File: src/rtl/keypad_pkg.sv
// Shared types and helpers for the matrix keypad front end and its display consumers.
package keypad_pkg;

  localparam int unsigned KeyMaxW = 8;

  // Key codes travel with a separate valid bit so "no key" never aliases code 0.
  typedef struct packed {
    logic               vld;
    logic [KeyMaxW-1:0] code;
  } key_t;

  localparam key_t KeyNone = '{vld: 1'b0, code: '0};

  function automatic int unsigned key_width(input int unsigned rows, input int unsigned cols);
    return (rows * cols > 1) ? $clog2(rows * cols) : 1;
  endfunction

  // ASCII legend of the classic 4x4 telephone-style keypad, indexed by row*4+col.
  function automatic logic [7:0] legend4x4(input logic [3:0] code);
    logic [7:0] ch;
    unique case (code)
      4'd0:  ch = "1";
      4'd1:  ch = "2";
      4'd2:  ch = "3";
      4'd3:  ch = "A";
      4'd4:  ch = "4";
      4'd5:  ch = "5";
      4'd6:  ch = "6";
      4'd7:  ch = "B";
      4'd8:  ch = "7";
      4'd9:  ch = "8";
      4'd10: ch = "9";
      4'd11: ch = "C";
      4'd12: ch = "E";
      4'd13: ch = "0";
      4'd14: ch = "F";
      default: ch = "D";
    endcase
    return ch;
  endfunction

endpackage

File: src/rtl/key_fifo.sv
// Show-ahead synchronous FIFO with occupancy count; head is visible whenever not empty.
module key_fifo #(
  parameter int unsigned WIDTH = 4,
  parameter int unsigned DEPTH = 8
) (
  input  logic                     clk,
  input  logic                     rst_n,
  input  logic                     i_push,
  input  logic [WIDTH-1:0]         i_data,
  input  logic                     i_pop,
  output logic [WIDTH-1:0]         o_data,
  output logic                     o_full,
  output logic                     o_empty,
  output logic [$clog2(DEPTH):0]   o_count
);

  localparam int unsigned AW = $clog2(DEPTH);

  logic [WIDTH-1:0] r_mem [DEPTH];
  logic [AW-1:0]    r_wr;
  logic [AW-1:0]    r_rd;
  logic [AW:0]      r_count;
  logic             w_push;
  logic             w_pop;

  assign o_full  = (r_count == (AW + 1)'(DEPTH));
  assign o_empty = (r_count == '0);
  assign o_count = r_count;
  assign o_data  = o_empty ? '0 : r_mem[r_rd];

  // A pop in the same cycle frees the slot, so a push into a full FIFO still lands.
  assign w_pop  = i_pop && !o_empty;
  assign w_push = i_push && (!o_full || w_pop);

  always_ff @(posedge clk) begin
    if (w_push) r_mem[r_wr] <= i_data;
  end

  always_ff @(posedge clk or negedge rst_n) begin
    if (!rst_n) begin
      r_wr    <= '0;
      r_rd    <= '0;
      r_count <= '0;
    end else begin
      if (w_push) r_wr <= r_wr + 1'b1;
      if (w_pop)  r_rd <= r_rd + 1'b1;
      if (w_push && !w_pop)      r_count <= r_count + 1'b1;
      else if (w_pop && !w_push) r_count <= r_count - 1'b1;
    end
  end

endmodule

File: src/rtl/keypad_scan_fifo.sv
// Matrix keypad scanner: one-cold row strobe, per-frame debounce with ghost rejection,
// optional typematic repeat, and a show-ahead key FIFO with sticky overflow.
module keypad_scan_fifo
  import keypad_pkg::*;
#(
  parameter int unsigned ROWS         = 4,
  parameter int unsigned COLS         = 4,
  parameter int unsigned SCAN_DIV     = 65536,
  parameter int unsigned DEBOUNCE     = 12,
  parameter int unsigned FIFO_DEPTH   = 8,
  parameter int unsigned REPEAT_EN    = 0,
  parameter int unsigned REPEAT_DELAY = 64,
  parameter int unsigned REPEAT_RATE  = 16
) (
  input  logic                              clk,
  input  logic                              rst_n,
  output logic [ROWS-1:0]                   row_drive,
  input  logic [COLS-1:0]                   col_sense,
  output logic [key_width(ROWS, COLS)-1:0]  key_data,
  output logic                              key_valid,
  input  logic                              key_ready,
  output logic [$clog2(FIFO_DEPTH):0]       fifo_count,
  output logic                              overflow,
  input  logic                              clr_overflow
);

  localparam int unsigned KW     = key_width(ROWS, COLS);
  localparam int unsigned DivW   = $clog2(SCAN_DIV);
  localparam int unsigned RowW   = $clog2(ROWS);
  localparam int unsigned DbW    = $clog2(DEBOUNCE + 1);
  localparam int unsigned RepMax = (REPEAT_DELAY > REPEAT_RATE) ? REPEAT_DELAY : REPEAT_RATE;
  localparam int unsigned RepW   = $clog2(RepMax + 1);

  logic [COLS-1:0]    r_col_s1, r_col_s2;
  logic [DivW-1:0]    r_div;
  logic [RowW-1:0]    r_row;
  logic               r_hit, r_multi;
  logic [KeyMaxW-1:0] r_acc_code;
  key_t               r_cand, r_stable;
  logic [DbW-1:0]     r_db_cnt;
  logic [RepW-1:0]    r_rep_cnt;
  logic               r_armed;
  logic               r_push;
  logic [KW-1:0]      r_push_code;
  logic               r_overflow;

  logic               w_tick, w_frame_end;
  logic [COLS-1:0]    w_pressed;
  logic [KeyMaxW-1:0] w_row_col, w_code_n;
  logic               w_any, w_multi, w_hit_n, w_multi_n;
  key_t               w_result, w_cand_d, w_stable_d;
  logic [DbW-1:0]     w_cnt_d;
  logic [RepW-1:0]    w_rep_d;
  logic               w_armed_d, w_push;
  logic               w_full, w_empty, w_pop, w_drop;

  assign w_tick      = (r_div == DivW'(SCAN_DIV - 1));
  assign w_frame_end = w_tick && (r_row == RowW'(ROWS - 1));

  always_comb begin
    row_drive        = '1;
    row_drive[r_row] = 1'b0;
  end

  // Frame accumulator: any second low column, in this row or an earlier one, voids the frame.
  always_comb begin
    w_pressed = ~r_col_s2;
    w_row_col = '0;
    for (int c = 0; c < COLS; c++) begin
      if (w_pressed[c]) w_row_col = KeyMaxW'(c);
    end
    w_any     = |w_pressed;
    w_multi   = |(w_pressed & (w_pressed - 1'b1));
    w_hit_n   = r_hit | w_any;
    w_multi_n = r_multi | w_multi | (r_hit & w_any);
    w_code_n  = (w_any && !r_hit) ? KeyMaxW'(r_row) * KeyMaxW'(COLS) + w_row_col : r_acc_code;
    w_result  = KeyNone;
    if (w_hit_n && !w_multi_n) w_result = '{vld: 1'b1, code: w_code_n};
  end

  always_comb begin
    w_cand_d   = r_cand;
    w_cnt_d    = r_db_cnt;
    w_stable_d = r_stable;
    w_rep_d    = r_rep_cnt;
    w_armed_d  = r_armed;
    w_push     = 1'b0;
    if (w_frame_end) begin
      if (w_result != r_cand) begin
        w_cand_d = w_result;
        w_cnt_d  = DbW'(1);
      end else if (r_db_cnt != DbW'(DEBOUNCE)) begin
        w_cnt_d = r_db_cnt + 1'b1;
      end
      if (w_cnt_d == DbW'(DEBOUNCE) && w_cand_d != r_stable) w_stable_d = w_cand_d;

      if (w_stable_d != r_stable) begin
        w_rep_d   = '0;
        w_armed_d = 1'b0;
        w_push    = w_stable_d.vld;
      end else if (REPEAT_EN != 0 && r_stable.vld && w_result == r_stable) begin
        w_rep_d = r_rep_cnt + 1'b1;
        if (w_rep_d == (r_armed ? RepW'(REPEAT_RATE) : RepW'(REPEAT_DELAY))) begin
          w_push    = 1'b1;
          w_rep_d   = '0;
          w_armed_d = 1'b1;
        end
      end
    end
  end

  always_ff @(posedge clk or negedge rst_n) begin
    if (!rst_n) begin
      r_col_s1    <= '1;
      r_col_s2    <= '1;
      r_div       <= '0;
      r_row       <= '0;
      r_hit       <= 1'b0;
      r_multi     <= 1'b0;
      r_acc_code  <= '0;
      r_cand      <= KeyNone;
      r_stable    <= KeyNone;
      r_db_cnt    <= '0;
      r_rep_cnt   <= '0;
      r_armed     <= 1'b0;
      r_push      <= 1'b0;
      r_push_code <= '0;
      r_overflow  <= 1'b0;
    end else begin
      r_col_s1 <= col_sense;
      r_col_s2 <= r_col_s1;
      if (w_tick) begin
        r_div      <= '0;
        r_row      <= w_frame_end ? '0 : r_row + 1'b1;
        r_hit      <= w_frame_end ? 1'b0 : w_hit_n;
        r_multi    <= w_frame_end ? 1'b0 : w_multi_n;
        r_acc_code <= w_frame_end ? '0 : w_code_n;
      end else begin
        r_div <= r_div + 1'b1;
      end
      r_cand      <= w_cand_d;
      r_db_cnt    <= w_cnt_d;
      r_stable    <= w_stable_d;
      r_rep_cnt   <= w_rep_d;
      r_armed     <= w_armed_d;
      r_push      <= w_push;
      r_push_code <= w_stable_d.code[KW-1:0];
      // A drop in the same cycle as the clear keeps the flag set.
      if (w_drop)            r_overflow <= 1'b1;
      else if (clr_overflow) r_overflow <= 1'b0;
    end
  end

  assign key_valid = !w_empty;
  assign w_pop     = key_valid && key_ready;
  assign w_drop    = r_push && w_full && !w_pop;
  assign overflow  = r_overflow;

  key_fifo #(
    .WIDTH (KW),
    .DEPTH (FIFO_DEPTH)
  ) u_fifo (
    .clk     (clk),
    .rst_n   (rst_n),
    .i_push  (r_push),
    .i_data  (r_push_code),
    .i_pop   (w_pop),
    .o_data  (key_data),
    .o_full  (w_full),
    .o_empty (w_empty),
    .o_count (fifo_count)
  );

endmodule
File: config.mk
export PLATFORM = sky130hd
export DESIGN_NAME = keypad_scan_fifo
export DESIGN_NICKNAME = d
export VERILOG_FILES = /design/src/rtl/keypad_pkg.sv /design/src/rtl/key_fifo.sv /design/src/rtl/keypad_scan_fifo.sv
export SDC_FILE = /design/constraint.sdc
export NUM_CORES = 1
export LEC_CHECK = 0
export CORE_MARGIN = 10
export CORE_UTILIZATION = 40
export DETAILED_ROUTE_END_ITERATION = 16
export GPL_ROUTABILITY_DRIVEN = 0
export SLEW_MARGIN = 20
export SYNTH_ARGS = -nofsm -noshare
export SYNTH_HDL_FRONTEND = slang
export SYNTH_SLANG_ARGS = --single-unit
File: constraint.sdc
create_clock -name clk -period 4.76 [get_ports clk]
set_input_delay 0.952 -clock clk [delete_from_list [all_inputs] [get_ports clk]]
set_output_delay 0.952 -clock clk [all_outputs]
set_load 0.005 [all_outputs]
==> impl_metrics.toml <==
[pwr]
p_leak_nw = 2.29
total_power_mw = 1.61
ir_drop_mv = 0.170
p_per_area_nw_per_um2 = 284

[drt]
wire_per_inst_um = 14.9
drc = 0
wl_mm = 9.33
dr_wl_met3_um = 393
ant_nets = 0
top_layer_used = "met4"
firstDrtPassIters = 4
first_iter_violations = 86
wl_met1_mm = 4.35
num_vias = 3211
routed-wl-met2_mm = 4.46
drt-vias-per-instance = 5.14

[final_layout]
multi_input_area_um2 = 2200
mostFrequentLayoutCells = "dfrtp_1, nand2_1, nor2_1"
n_fill_cell = 1157
area_growth_pct = 12.4
finalNonFillerCells = 625
ff_latch_area_um2 = 2720
mostFrequentLayoutCell = "dfrtp_1"
final_net_count = 469
drive_gt1_share_pct = 14.1
diodes = 0

[worst_setup_path]
path_max_fanout = 10
critPathRequiredTime_ns = 3.81
setup.worst_path.start_class = "flop"
endpoint_kind = "output port"
r2r_cells = 9
critPathCapture = "key_data[1]"
critPathLaunch = "u_fifo.r_rd[0]"
critical_path_class = "reg -> out"
reg2reg_from = "r_db_cnt[0]"
crit_arrival_ns = 2.31
r2r-end = "r_push_code[1]"
r2r_slack_ns = 1.52

[timing]
drv_slew = 0
fmax_mhz = 307
hold_ws_ns = 0.351
finalClockSkew_ns = 0.00904
fin_ws_ns = 1.50
min_period_ns = 3.26
max-slew-margin-rel_pct = 41.0
tns_ns = 0
worstMarginPinSlew_ns = 0.877
rsz0062_at_grt = "false"
hold_viol_final = 0
setup_violations = 0
fin_crit_sh_pct = 68.5

[die]
fp.dieW_um = 133
fp-row-count = 41
io_pins = 22
die_area_um2 = 17600
die_y_um = 133
initial_utilization_pct = 40.5
core_area_um2 = 12500

[clock_tree]
clock_path_buffers = 2
insertion_delay_ns = 0.34
cts_hold_buf = 0
h-tree-depth = 3
path_clk_slew_ns = 0.07
cts_tree = "built"
cts_sinks = 102
cts_resized = 0
post_cts_buffers = 0
cts_buffers = 9
cts_root_buf = "clkbuf_16"

[synthesis]
async_reset_ff_share_pct = 68.6
ys_ff_latch = 102
synth_warnings = 0
syn-instance-count = 430
synth_cell_types = 70
avgSynthCellArea_um2 = 11.8
synth_edf_count = 32
synth_nets = 451
syn_area_um2 = 5060
yosysSeqAreaShare_pct = 53.8
synthFlopType = "dfrtp_1"

[run]
cap_violations = 0

[global_route]
grt_use_total_pct = 11.1
first_global_vias = 3196
overflow = 0
grt_start_max_net_pins = 37
grt_pass1_wl_mm = 16.2
antenna_found_initial = 0

[placement]
post-place-ws_ns = 1.53
io_buffers = 21
dp_hpwl_mm = 6.70
dp.cells = 609

[min_path]
min_path_type = "reg -> reg"

[run_status]
status = "finished clean"
-- layer usage --
metal | GRT usage [%] | vias up
li1 | - | 1580
met1 | 13.9 | 1568
met2 | 17.9 | 51
met3 | 3.03 | 12
met4 | 3.91 | 0
met5 | 0 | -
-- stage by stage --
| step | area (um2) | utilization [%] |
|---|---|---|
| after floorplan | 5060 | - |
| after detailed placement | 5420 | 43.3 |
| after CTS | 5690 | 45.5 |
| after global routing | 5690 | 45.5 |
| after global placement | 5420 | 43.3 |
| final | 5690 | 45.5 |
-- kinds of logic after synthesis --
group	after synthesis	share of synthesized area [%]
AO/OA/AOI/OAI	64	9.69
multiplexers	26	7.49
adder cells (fa/ha/maj)	14	3.56
XOR/XNOR	33	5.71
buffers and inverters	34	2.84
flip-flops	102	53.8
AND/OR/NAND/NOR	157	17.0
-- Yosys cell counts (5+ instances only) --
| master | instances | area [um2] |
|---|---|---|
| dfrtp_1 | 62 | 1550 |
| nand2_1 | 43 | 161 |
| nor2_1 | 36 | 135 |
| edfxtp_1 | 32 | 961 |
| xnor2_1 | 18 | 158 |
| inv_1 | 17 | 63.8 |
| o21ai_0 | 16 | 80.1 |
| xor2_1 | 15 | 131 |
| nand3_1 | 14 | 70.1 |
| a21oi_1 | 12 | 60.1 |
| ha_1 | 12 | 150 |
| mux2i_1 | 12 | 120 |
| nor3_1 | 10 | 50.1 |
| a31oi_1 | 9 | 56.3 |
| clkbuf_1 | 9 | 33.8 |
| dfstp_2 | 8 | 210 |
| mux4_2 | 8 | 180 |
| nor2b_1 | 8 | 50.1 |
| nand2b_1 | 6 | 37.5 |
| nand4_1 | 5 | 31.3 |
-- worst min-delay path by stage --
stage | cells after the start | from | slack, ns | to
global placement | 0 | r_col_s1[3] | 0.35 | r_col_s2[3]
floorplan | 0 | r_col_s1[0] | 0.35 | r_col_s2[0]
CTS | 0 | r_col_s1[0] | 0.35 | r_col_s2[0]
detailed placement | 0 | r_col_s1[2] | 0.35 | r_col_s2[2]
global route | 0 | r_col_s1[0] | 0.35 | r_col_s2[0]
finish | 0 | r_col_s1[0] | 0.35 | r_col_s2[0]
-- registers in the layout, summed over array words and instances (netlist names) --
register / count
overflow: 1
r_acc_code: 8
r_cand: 9
r_col_s1: 4
r_col_s2: 4
r_db_cnt: 4
r_div: 16
r_hit: 1
r_multi: 1
r_push: 1
r_push_code: 4
r_row: 2
r_stable: 5
u_fifo.o_count: 4
u_fifo.r_mem: 32
u_fifo.r_rd: 3
u_fifo.r_wr: 3
-- final cells by class --
type / instances / share of cell area, %
Multi-Input combinational cell: 294 / 38.6
Inverter: 18 / 1.19
Tap cell: 172 / 3.78
Clock inverter: 5 / 0.594
Timing Repair Buffer: 23 / 3.87
Sequential cell: 102 / 47.9
Clock buffer: 11 / 4.09
-- power by group --
| part | internal, mW | switching, mW |
|---|---|---|
| Clock | 0.355 | 0.308 |
| Sequential | 0.906 | 0.00603 |
| Combinational | 0.0140 | 0.0254 |
| Total | 1.27 | 0.339 |
-- critical path, cell delays in order, from the launching register on --
cell             delay [ns]
dfrtp_1                0.70
mux4_2                 0.59
mux2i_1                0.15
nor2_1                 0.05
clkdlybuf4s50_1        0.48
Power figures use the tool's default switching activity.
